==> src/rtl/alu_pkg.sv <==
// Shared opcode/state types and default datapath width for the EX-stage ALU
// with its iterative multiply/divide unit.
package alu_pkg;

  localparam int ALU_WIDTH = 32;

  typedef enum logic [3:0] {
    OP_ADD   = 4'd0,
    OP_SUB   = 4'd1,
    OP_AND   = 4'd2,
    OP_OR    = 4'd3,
    OP_SLL   = 4'd4,
    OP_SRL   = 4'd5,
    OP_SRA   = 4'd6,
    OP_SGT   = 4'd7,
    OP_SLT   = 4'd8,
    OP_MULT  = 4'd9,
    OP_MULTU = 4'd10,
    OP_DIV   = 4'd11,
    OP_DIVU  = 4'd12,
    OP_MFHI  = 4'd13,
    OP_MFLO  = 4'd14,
    OP_RSVD  = 4'd15
  } op_e;

  typedef enum logic [1:0] {
    IDLE,
    CALC,
    FIX,
    DONE
  } state_e;

  function automatic logic is_muldiv(op_e op);
    return op inside {OP_MULT, OP_MULTU, OP_DIV, OP_DIVU};
  endfunction

endpackage

==> src/rtl/mdu_iter.sv <==
// Iterative multiply/divide core: one shift-add or restoring-divide step per
// cycle on operand magnitudes, with a combinational sign fix-up on the result.
module mdu_iter
  import alu_pkg::*;
#(
  parameter int WIDTH = ALU_WIDTH
) (
  input  logic             clk,
  input  logic             rst_n,
  input  logic             start,
  input  logic             run,
  input  logic             is_div,
  input  logic             is_signed,
  input  logic [WIDTH-1:0] a,
  input  logic [WIDTH-1:0] b,
  output logic             done,
  output logic [WIDTH-1:0] hi,
  output logic [WIDTH-1:0] lo
);

  localparam int CW = $clog2(WIDTH);

  // acc:low is the running product for multiply, remainder:quotient for divide
  logic [WIDTH-1:0]   acc, low, mag_b;
  logic               div_r, neg_q, neg_r;
  logic [CW-1:0]      cnt;
  logic [WIDTH-1:0]   mag_a_in, mag_b_in;
  logic [WIDTH:0]     mul_sum, shifted, trial;
  logic               q_bit;
  logic [2*WIDTH-1:0] prod_neg;

  assign mag_a_in = (is_signed && a[WIDTH-1]) ? -a : a;
  assign mag_b_in = (is_signed && b[WIDTH-1]) ? -b : b;

  assign mul_sum  = {1'b0, acc} + (low[0] ? {1'b0, mag_b} : '0);
  assign shifted  = {acc, low[WIDTH-1]};
  assign trial    = shifted - {1'b0, mag_b};
  assign q_bit    = ~trial[WIDTH];

  assign done     = (cnt == CW'(WIDTH - 1));

  // Quotient negates when signs differ; remainder follows the dividend's sign.
  assign prod_neg = -{acc, low};
  assign lo = div_r ? (neg_q ? -low : low) : (neg_q ? prod_neg[WIDTH-1:0] : low);
  assign hi = div_r ? (neg_r ? -acc : acc) : (neg_q ? prod_neg[2*WIDTH-1:WIDTH] : acc);

  always_ff @(posedge clk or negedge rst_n) begin
    if (!rst_n) begin
      acc   <= '0;
      low   <= '0;
      mag_b <= '0;
      div_r <= 1'b0;
      neg_q <= 1'b0;
      neg_r <= 1'b0;
      cnt   <= '0;
    end else if (start) begin
      acc   <= '0;
      low   <= mag_a_in;
      mag_b <= mag_b_in;
      div_r <= is_div;
      neg_q <= is_signed && (a[WIDTH-1] ^ b[WIDTH-1]);
      neg_r <= is_signed && a[WIDTH-1];
      cnt   <= '0;
    end else if (run) begin
      cnt <= cnt + 1'b1;
      if (div_r) begin
        acc <= q_bit ? trial[WIDTH-1:0] : shifted[WIDTH-1:0];
        low <= {low[WIDTH-2:0], q_bit};
      end else begin
        acc <= mul_sum[WIDTH:1];
        low <= {mul_sum[0], low[WIDTH-1:1]};
      end
    end
  end

endmodule

==> src/rtl/alu_mdu.sv <==
// EX-stage ALU with valid/ready handshake: single-cycle simple ops plus an
// iterative multiply/divide unit that owns-by-proxy the architectural HI/LO.
module alu_mdu
  import alu_pkg::*;
#(
  parameter int WIDTH = ALU_WIDTH,
  parameter int SHW   = $clog2(WIDTH)
) (
  input  logic             clk,
  input  logic             rst_n,
  input  logic             in_valid,
  output logic             in_ready,
  input  logic [3:0]       op,
  input  logic [WIDTH-1:0] in1,
  input  logic [WIDTH-1:0] in2,
  input  logic [SHW-1:0]   shamt,
  output logic             out_valid,
  input  logic             out_ready,
  output logic [WIDTH-1:0] result,
  output logic [WIDTH-1:0] hi,
  output logic [WIDTH-1:0] lo,
  output logic             overflow,
  output logic             zero,
  output logic             div_by_zero
);

  state_e           state;
  op_e              opc;
  logic             accept, div_zero, start;
  logic [WIDTH-1:0] sum, diff, simple_res;
  logic             simple_ovf;
  logic             mdu_done;
  logic [WIDTH-1:0] mdu_hi, mdu_lo;

  assign opc       = op_e'(op);
  assign in_ready  = (state == IDLE) || ((state == DONE) && out_ready);
  assign out_valid = (state == DONE);
  assign accept    = in_valid && in_ready;
  assign div_zero  = (opc inside {OP_DIV, OP_DIVU}) && (in2 == '0);
  assign start     = accept && is_muldiv(opc) && !div_zero;

  assign sum  = in1 + in2;
  assign diff = in1 - in2;

  always_comb begin
    // NOTE: defaults first so every path assigns every output and no latch is inferred.
    simple_res = '0;
    simple_ovf = 1'b0;
    case (opc)
      OP_ADD: begin
        simple_res = sum;
        simple_ovf = (in1[WIDTH-1] == in2[WIDTH-1]) && (sum[WIDTH-1] != in1[WIDTH-1]);
      end
      OP_SUB: begin
        simple_res = diff;
        simple_ovf = (in1[WIDTH-1] != in2[WIDTH-1]) && (diff[WIDTH-1] != in1[WIDTH-1]);
      end
      OP_AND:  simple_res = in1 & in2;
      OP_OR:   simple_res = in1 | in2;
      OP_SLL:  simple_res = in1 << shamt;
      OP_SRL:  simple_res = in1 >> shamt;
      OP_SRA:  simple_res = $unsigned($signed(in1) >>> shamt);
      OP_SGT:  simple_res = {{(WIDTH-1){1'b0}}, ($signed(in1) > $signed(in2))};
      OP_SLT:  simple_res = {{(WIDTH-1){1'b0}}, ($signed(in1) < $signed(in2))};
      OP_MFHI: simple_res = hi;
      OP_MFLO: simple_res = lo;
      OP_DIV, OP_DIVU: simple_res = '1;  // only reached on the divide-by-zero path
      default: ;
    endcase
  end

  mdu_iter #(.WIDTH(WIDTH)) u_mdu (
    .clk       (clk),
    .rst_n     (rst_n),
    .start     (start),
    .run       (state == CALC),
    .is_div    (opc inside {OP_DIV, OP_DIVU}),
    .is_signed (opc inside {OP_MULT, OP_DIV}),
    .a         (in1),
    .b         (in2),
    .done      (mdu_done),
    .hi        (mdu_hi),
    .lo        (mdu_lo)
  );

  // NOTE: sequential state uses non-blocking assignments so all registers update together.
  always_ff @(posedge clk or negedge rst_n) begin
    if (!rst_n) begin
      state       <= IDLE;
      result      <= '0;
      hi          <= '0;
      lo          <= '0;
      overflow    <= 1'b0;
      zero        <= 1'b0;
      div_by_zero <= 1'b0;
    end else if (accept) begin
      if (start) begin
        state <= CALC;
      end else begin
        state       <= DONE;
        result      <= simple_res;
        overflow    <= simple_ovf;
        zero        <= (simple_res == '0);
        div_by_zero <= div_zero;
        if (div_zero) begin
          hi <= in1;
          lo <= '1;
        end
      end
    end else begin
      case (state)
        CALC: if (mdu_done) state <= FIX;
        FIX: begin
          state       <= DONE;
          hi          <= mdu_hi;
          lo          <= mdu_lo;
          result      <= mdu_lo;
          overflow    <= 1'b0;
          zero        <= (mdu_lo == '0);
          div_by_zero <= 1'b0;
        end
        DONE: if (out_ready) state <= IDLE;
        default: state <= IDLE;
      endcase
    end
  end

endmodule

==> config.mk <==
export PLATFORM = sky130hd
export DESIGN_NAME = alu_mdu
export DESIGN_NICKNAME = d
export VERILOG_FILES = /design/src/rtl/alu_pkg.sv /design/src/rtl/mdu_iter.sv /design/src/rtl/alu_mdu.sv
export SDC_FILE = /design/constraint.sdc
export NUM_CORES = 1
export LEC_CHECK = 0
export ABC_AREA = 1
export ABC_CLOCK_PERIOD_IN_PS = 5460
export BUFFER_PORTS_ARGS = -buffer_cell sky130_fd_sc_hd__buf_2
export CAP_MARGIN = 20
export CORE_ASPECT_RATIO = 1.75
export CORE_MARGIN = 2
export CORE_UTILIZATION = 56
export CTS_BUF_LIST = sky130_fd_sc_hd__clkbuf_2
export DETAILED_ROUTE_END_ITERATION = 10
export HOLD_SLACK_MARGIN = 0.08
export PLACE_DENSITY = 0.85
export SLEW_MARGIN = 40
export SYNTH_ARGS = -nofsm -noshare
export SYNTH_HDL_FRONTEND = slang
export SYNTH_SLANG_ARGS = --single-unit
==> constraint.sdc <==
create_clock -name clk -period 5.46 [get_ports clk]
set_input_delay 1.092 -clock clk [delete_from_list [all_inputs] [get_ports clk]]
set_output_delay 1.092 -clock clk [all_outputs]
set_load 0.02 [all_outputs]
==> reports/metrics.yaml, run 1 <==
yosys:
  synth.distinct_cells: 62
  synthCells: 4857
  syn-cell-area_sq_mm: 0.0278
  synth-edff-count: 0
  async_flop_share: 1.00
  ys_seq_area_frac: 0.184
  synth_flop_cell: "dfrtp_1"
  synth_warnings: 0
  avgSynthCellArea_sq_um: 5.73
  syn_nets: 5111
  synth-seq-cells: 205
place:
  dpl.hpwl_microns: 132000
  place_area_sq_mm: 0.0291
  gp_congestion: 1.28
  numPortBuffers: 177
cts:
  ctsHoldBuffers: 0
  clk_path_buf_depth: 3
  htreeDepth: 2
  cts.sinks: 205
  cts_made_buffers: 49
  cts-root-buf: "clkbuf_2"
  cts_resized: 0
  cts_setup_buffers: 0
die:
  io_pins: 178
  start_util: 0.565
  die_y_microns: 299
  rows: 108
  fp.dieW_microns: 173
grt:
  grt_pass1_wl_microns: 307000
  grt_max_degree: 112
  track_usage: 0.771
  overflow: 1317
  grt_pass1_vias: 41390
status:
  firstError: "[ERROR GRT-0116] Global routing finished with congestion. Check the congestion regions in the DRC Viewer."
  outcome: "did not finish"
  lastStage: "global routing"
==> through the flow <==
stage	setup slack (ps)	hold WS (ps)	std cells
CTS	1540	137	5637
global placement	758	462	5551
floorplan	2120	472	4857
detailed placement	714	467	5551
==> per-layer routing <==
layer | overflow | GRT usage
met2 | 990 | 1.03
met4 | 321 | 0.815
met5 | 0 | 0.0972
met1 | 2 | 0.748
met3 | 4 | 0.522
==> logic make-up after synthesis <==
family	count (synthesis)	share of synthesized area
AO/OA/AOI/OAI	806	0.165
XOR/XNOR	137	0.0431
adder cells (fa/ha/maj)	177	0.0806
buffers and inverters	834	0.120
flip-flops	205	0.184
AND/OR/NAND/NOR	2698	0.407
==> synthesized netlist by cell type, types with 6 or more instances <==
cell type  instances  area [sq um]
o21ai_1           49           245
buf_2             88           440
xor2_1           118          1030
ha_1             173          2160
nor2_2            10          62.6
inv_1            605          2270
or2_2             12          75.1
o31ai_1            6          45.0
dfrtp_1          205          5130
a21boi_0           7          52.6
a22o_1             7          61.3
buf_1             23          86.3
o21bai_1          15           113
nor4_1            18           113
o21ai_0          294          1470
buf_4              8          60.1
buf_6              7          78.8
a31oi_1           25           156
nand3_1          525          2630
nand3b_1          10          75.1
o211ai_1          52           390
nor2_1           461          1730
o221ai_1          16           140
a21o_1            10          75.1
nor3_1            70           350
and2_1            11          68.8
xnor2_1           19           166
nand4_1           62           388
inv_2             20          75.1
nand2_2            8          50.1
a21oi_1          237          1190
o2111ai_1          6          52.6
o21a_1             7          52.6
a221oi_1          16           140
nand2_1         1493          5600
clkbuf_1          77           289
o22ai_1           41           257
==> inputs of run 2 (changes only) <==
CORE_ASPECT_RATIO = unset   (was 1.75)
CORE_UTILIZATION = 40   (was 56)
CTS_BUF_LIST = unset   (was sky130_fd_sc_hd__clkbuf_2)
HOLD_SLACK_MARGIN = unset   (was 0.08)
PLACE_DENSITY = unset   (was 0.85)
PLACE_DENSITY_LB_ADDON = 0.15   (was unset)
==> run 2 against run 1 <==
Compared with the run above:
- the flow now finishes without violations
- synthesized cell count unchanged
- area after synthesis did not move
==> reports/metrics.yaml, run 2 <==
status:
  outcome: "complete, no violations"  # was did not finish
die:
  core_area_sq_mm: 0.0687
  io_pins: 178  # unchanged
  die_y_microns: 268  # was 299 microns
  fp.dieW_microns: 268  # was 173 microns
  die_area_sq_mm: 0.0717
  start_util: 0.405  # was 0.565
  rows: 96  # was 108
pwr:
  swShare: 0.606
  total_power_mw: 16.0
  p_int_mw: 6.29
  seqPwrFrac: 0.222
  peakVddDrop_mv: 0.443
  p_switching_mw: 9.66
  p_comb_frac: 0.676
  power.leakage_nw: 16.2
  power.density_mw_per_mm2: 522
  p_clk_frac: 0.103
setup_path:
  rr_endpoint: "u_mdu.acc[26]"
  critical_path_class: "primary input to flip-flop"
  arrival_ps: 5170
  crit_start: "in1[3]"
  r2r_cells: 19
  worstSetupEndpointType: "flip-flop"
  critPathMaxFanout: 8
  required_ps: 5940
  reg2reg_from: "u_mdu.low[31]"
  rrSetupSlack_ps: 1620
  cp-endpoint: "zero"
  cp-start-kind: "primary input"
grt:
  grt_max_degree: 87
  grt_antenna_before_repair: 19
  overflow: 0
  track_usage: 0.445
  grt_pass1_wl_microns: 230000
  grt_pass1_vias: 31534
cts:
  insertion_delay_ps: 560
  cts_resized: 0  # unchanged
  clkTransAtPathRegs_ps: 60
  cts_setup_buffers: 0  # unchanged
  cts.sinks: 205  # unchanged
  htreeDepth: 1  # was 2
  cts_tree: "done"
  clk_path_buf_depth: 3  # unchanged
  cts-root-buf: "clkbuf_16"  # was clkbuf_2
  ctsHoldBuffers: 0  # unchanged
  cts_made_buffers: 23  # was 49
place:
  numPortBuffers: 177  # unchanged
  dpl_worst_slack_ps: 530  # was 714 ps
  gp_congestion: 1.13  # was 1.28
  dpl.hpwl_microns: 135000  # was 132000 microns
  place_area_sq_mm: 0.0298  # was 0.0291 sq mm
finish:
  design_area_sq_mm: 0.0306
  area.growth.synth_to_final_pct: 9.79
  nNetsFinal: 5212
  layout_common_cells: "nand2_1 (1492), inv_1 (604), nand3_1 (525)"
  drive_gt1_frac: 0.0804
  layout_commonest_cell: "nand2_1"
yosys:
  synth_commonest_cells: "nand2_1 (1493), inv_1 (605), nand3_1 (525)"  # unchanged
  syn_nets: 5111  # unchanged
  synth-edff-count: 0  # unchanged
  synthCells: 4857  # unchanged
  synthTopCellsByArea: "nand2_1 (20%), dfrtp_1 (18%), nand3_1 (9.4%), inv_1 (8.2%), ha_1 (7.8%)"  # unchanged
  synth-seq-cells: 205  # unchanged
  yosys.area.top_type_share: 0.201  # unchanged
  synth.most_common_cell: "nand2_1"  # unchanged
  synth_warnings: 0  # unchanged
  ys_seq_area_frac: 0.184  # unchanged
  syn-cell-area_sq_mm: 0.0278  # unchanged
  async_flop_share: 1.00  # unchanged
  avgSynthCellArea_sq_um: 5.73  # unchanged
  yosys.area.top_type: "nand2_1"  # unchanged
  synth_flop_cell: "dfrtp_1"  # unchanged
  synth.distinct_cells: 62  # unchanged
drt:
  via_per_inst: 5.95
  drt_iter0_markers: 4921
  wire_per_inst_microns: 27.7
  drt_wl_total_microns: 164000
  first_pass_iters: 6
  routed-via-count: 35198
  postRouteAntennaNets: 0
  drc: 0
hold_path:
  min_path_type: "flip-flop to flip-flop"
  hold_depth: 2
timing:
  worst_clock_skew_ps: 15.0
  drv_slew: 0
  hold_viol: 0
  worst_hold_slack_ps: 488
  tightest_slew_ps: 911
  layout_setup_ws_ps: 769
  min_period_over_period: 0.859
  setup_tns_ps: 0
  min_period_ps: 4690
  finalSetupViolations: 0
  rsz0062_at_grt: "no"
  fmax_mhz: 213
  max_slew_margin: 0.388
job:
  maxCapViolCount: 0
-- run 2: worst max-delay path, cell delays in order --
cell and delay [ps]:
buf_2 410, inv_1 220, ha_1 600, nand2_1 180, nor2_1 180, nand2_1 70, nand2_1 240, nand2_1 120
nand2_1 250, nand2_1 80, nand3_1 70, nand3_1 250, a21oi_1 610, nand2_1 110, nor2_1 120, nand2_1 100
nor2_1 130, nand3_1 150, a21oi_1 170
-- run 2: stage by stage --
step / cells / utilization
final: 5915 / 0.445
after global routing: 5906 / 0.445
after CTS: 5906 / 0.445
after detailed placement: 5864 / 0.433
after global placement: 5864 / 0.433
after floorplan: 4857 / -
-- run 2: routing by layer --
layer	up-vias	routed length [microns]	global-route usage
met2	2360	66000	0.641
li1	16033	-	-
met4	18	8290	0.187
met1	16377	68300	0.615
met5	-	181	0
met3	410	21300	0.131
-- run 2: cell type report --
class	count	area [sq um]
fillers	7732	38100
multi-input cells	3818	19400
flip-flops and latches	205	5130
inverters	628	2370
repair buffers	282	1720
well taps	931	1160
clock buffers	29	638
clock inverters	13	125
diodes	9	22.5
-- run 2: power by group through the flow --
| stage | clock network (mW) | registers, mW | logic [mW] |
|---|---|---|---|
| 2_1_floorplan | 0 | 3.22 | 6.59 |
| 3_3_place_gp | 0 | 3.46 | 10.4 |
| 3_5_place_dp | 0 | 3.45 | 10.4 |
| 4_1_cts | 1.64 | 3.42 | 10.5 |
| 5_1_grt | 1.70 | 3.50 | 11.6 |
| 6_report | 1.64 | 3.53 | 10.8 |
-- run 2: worst min path at each step --
stage                      start      endpoint
finish                 result[2]     result[2]
global route           result[3]     result[3]
CTS                    result[4]     result[4]
detailed placement     result[4]     result[4]
global placement       result[4]     result[4]
floorplan           u_mdu.cnt[4]  u_mdu.cnt[4]
-- run 2: cell families (layout without fill, tap and decap cells) --
family	Yosys count	after routing	share of synthesized area
compound gates	806	806	0.165
other cells	0	9	0
flops	205	205	0.184
xor+xnor	137	137	0.0431
simple gates	2698	2698	0.407
fa+ha+maj	177	177	0.0806
buf+inv	834	952	0.120
No activity file was read; power rests on OpenSTA's default activity.
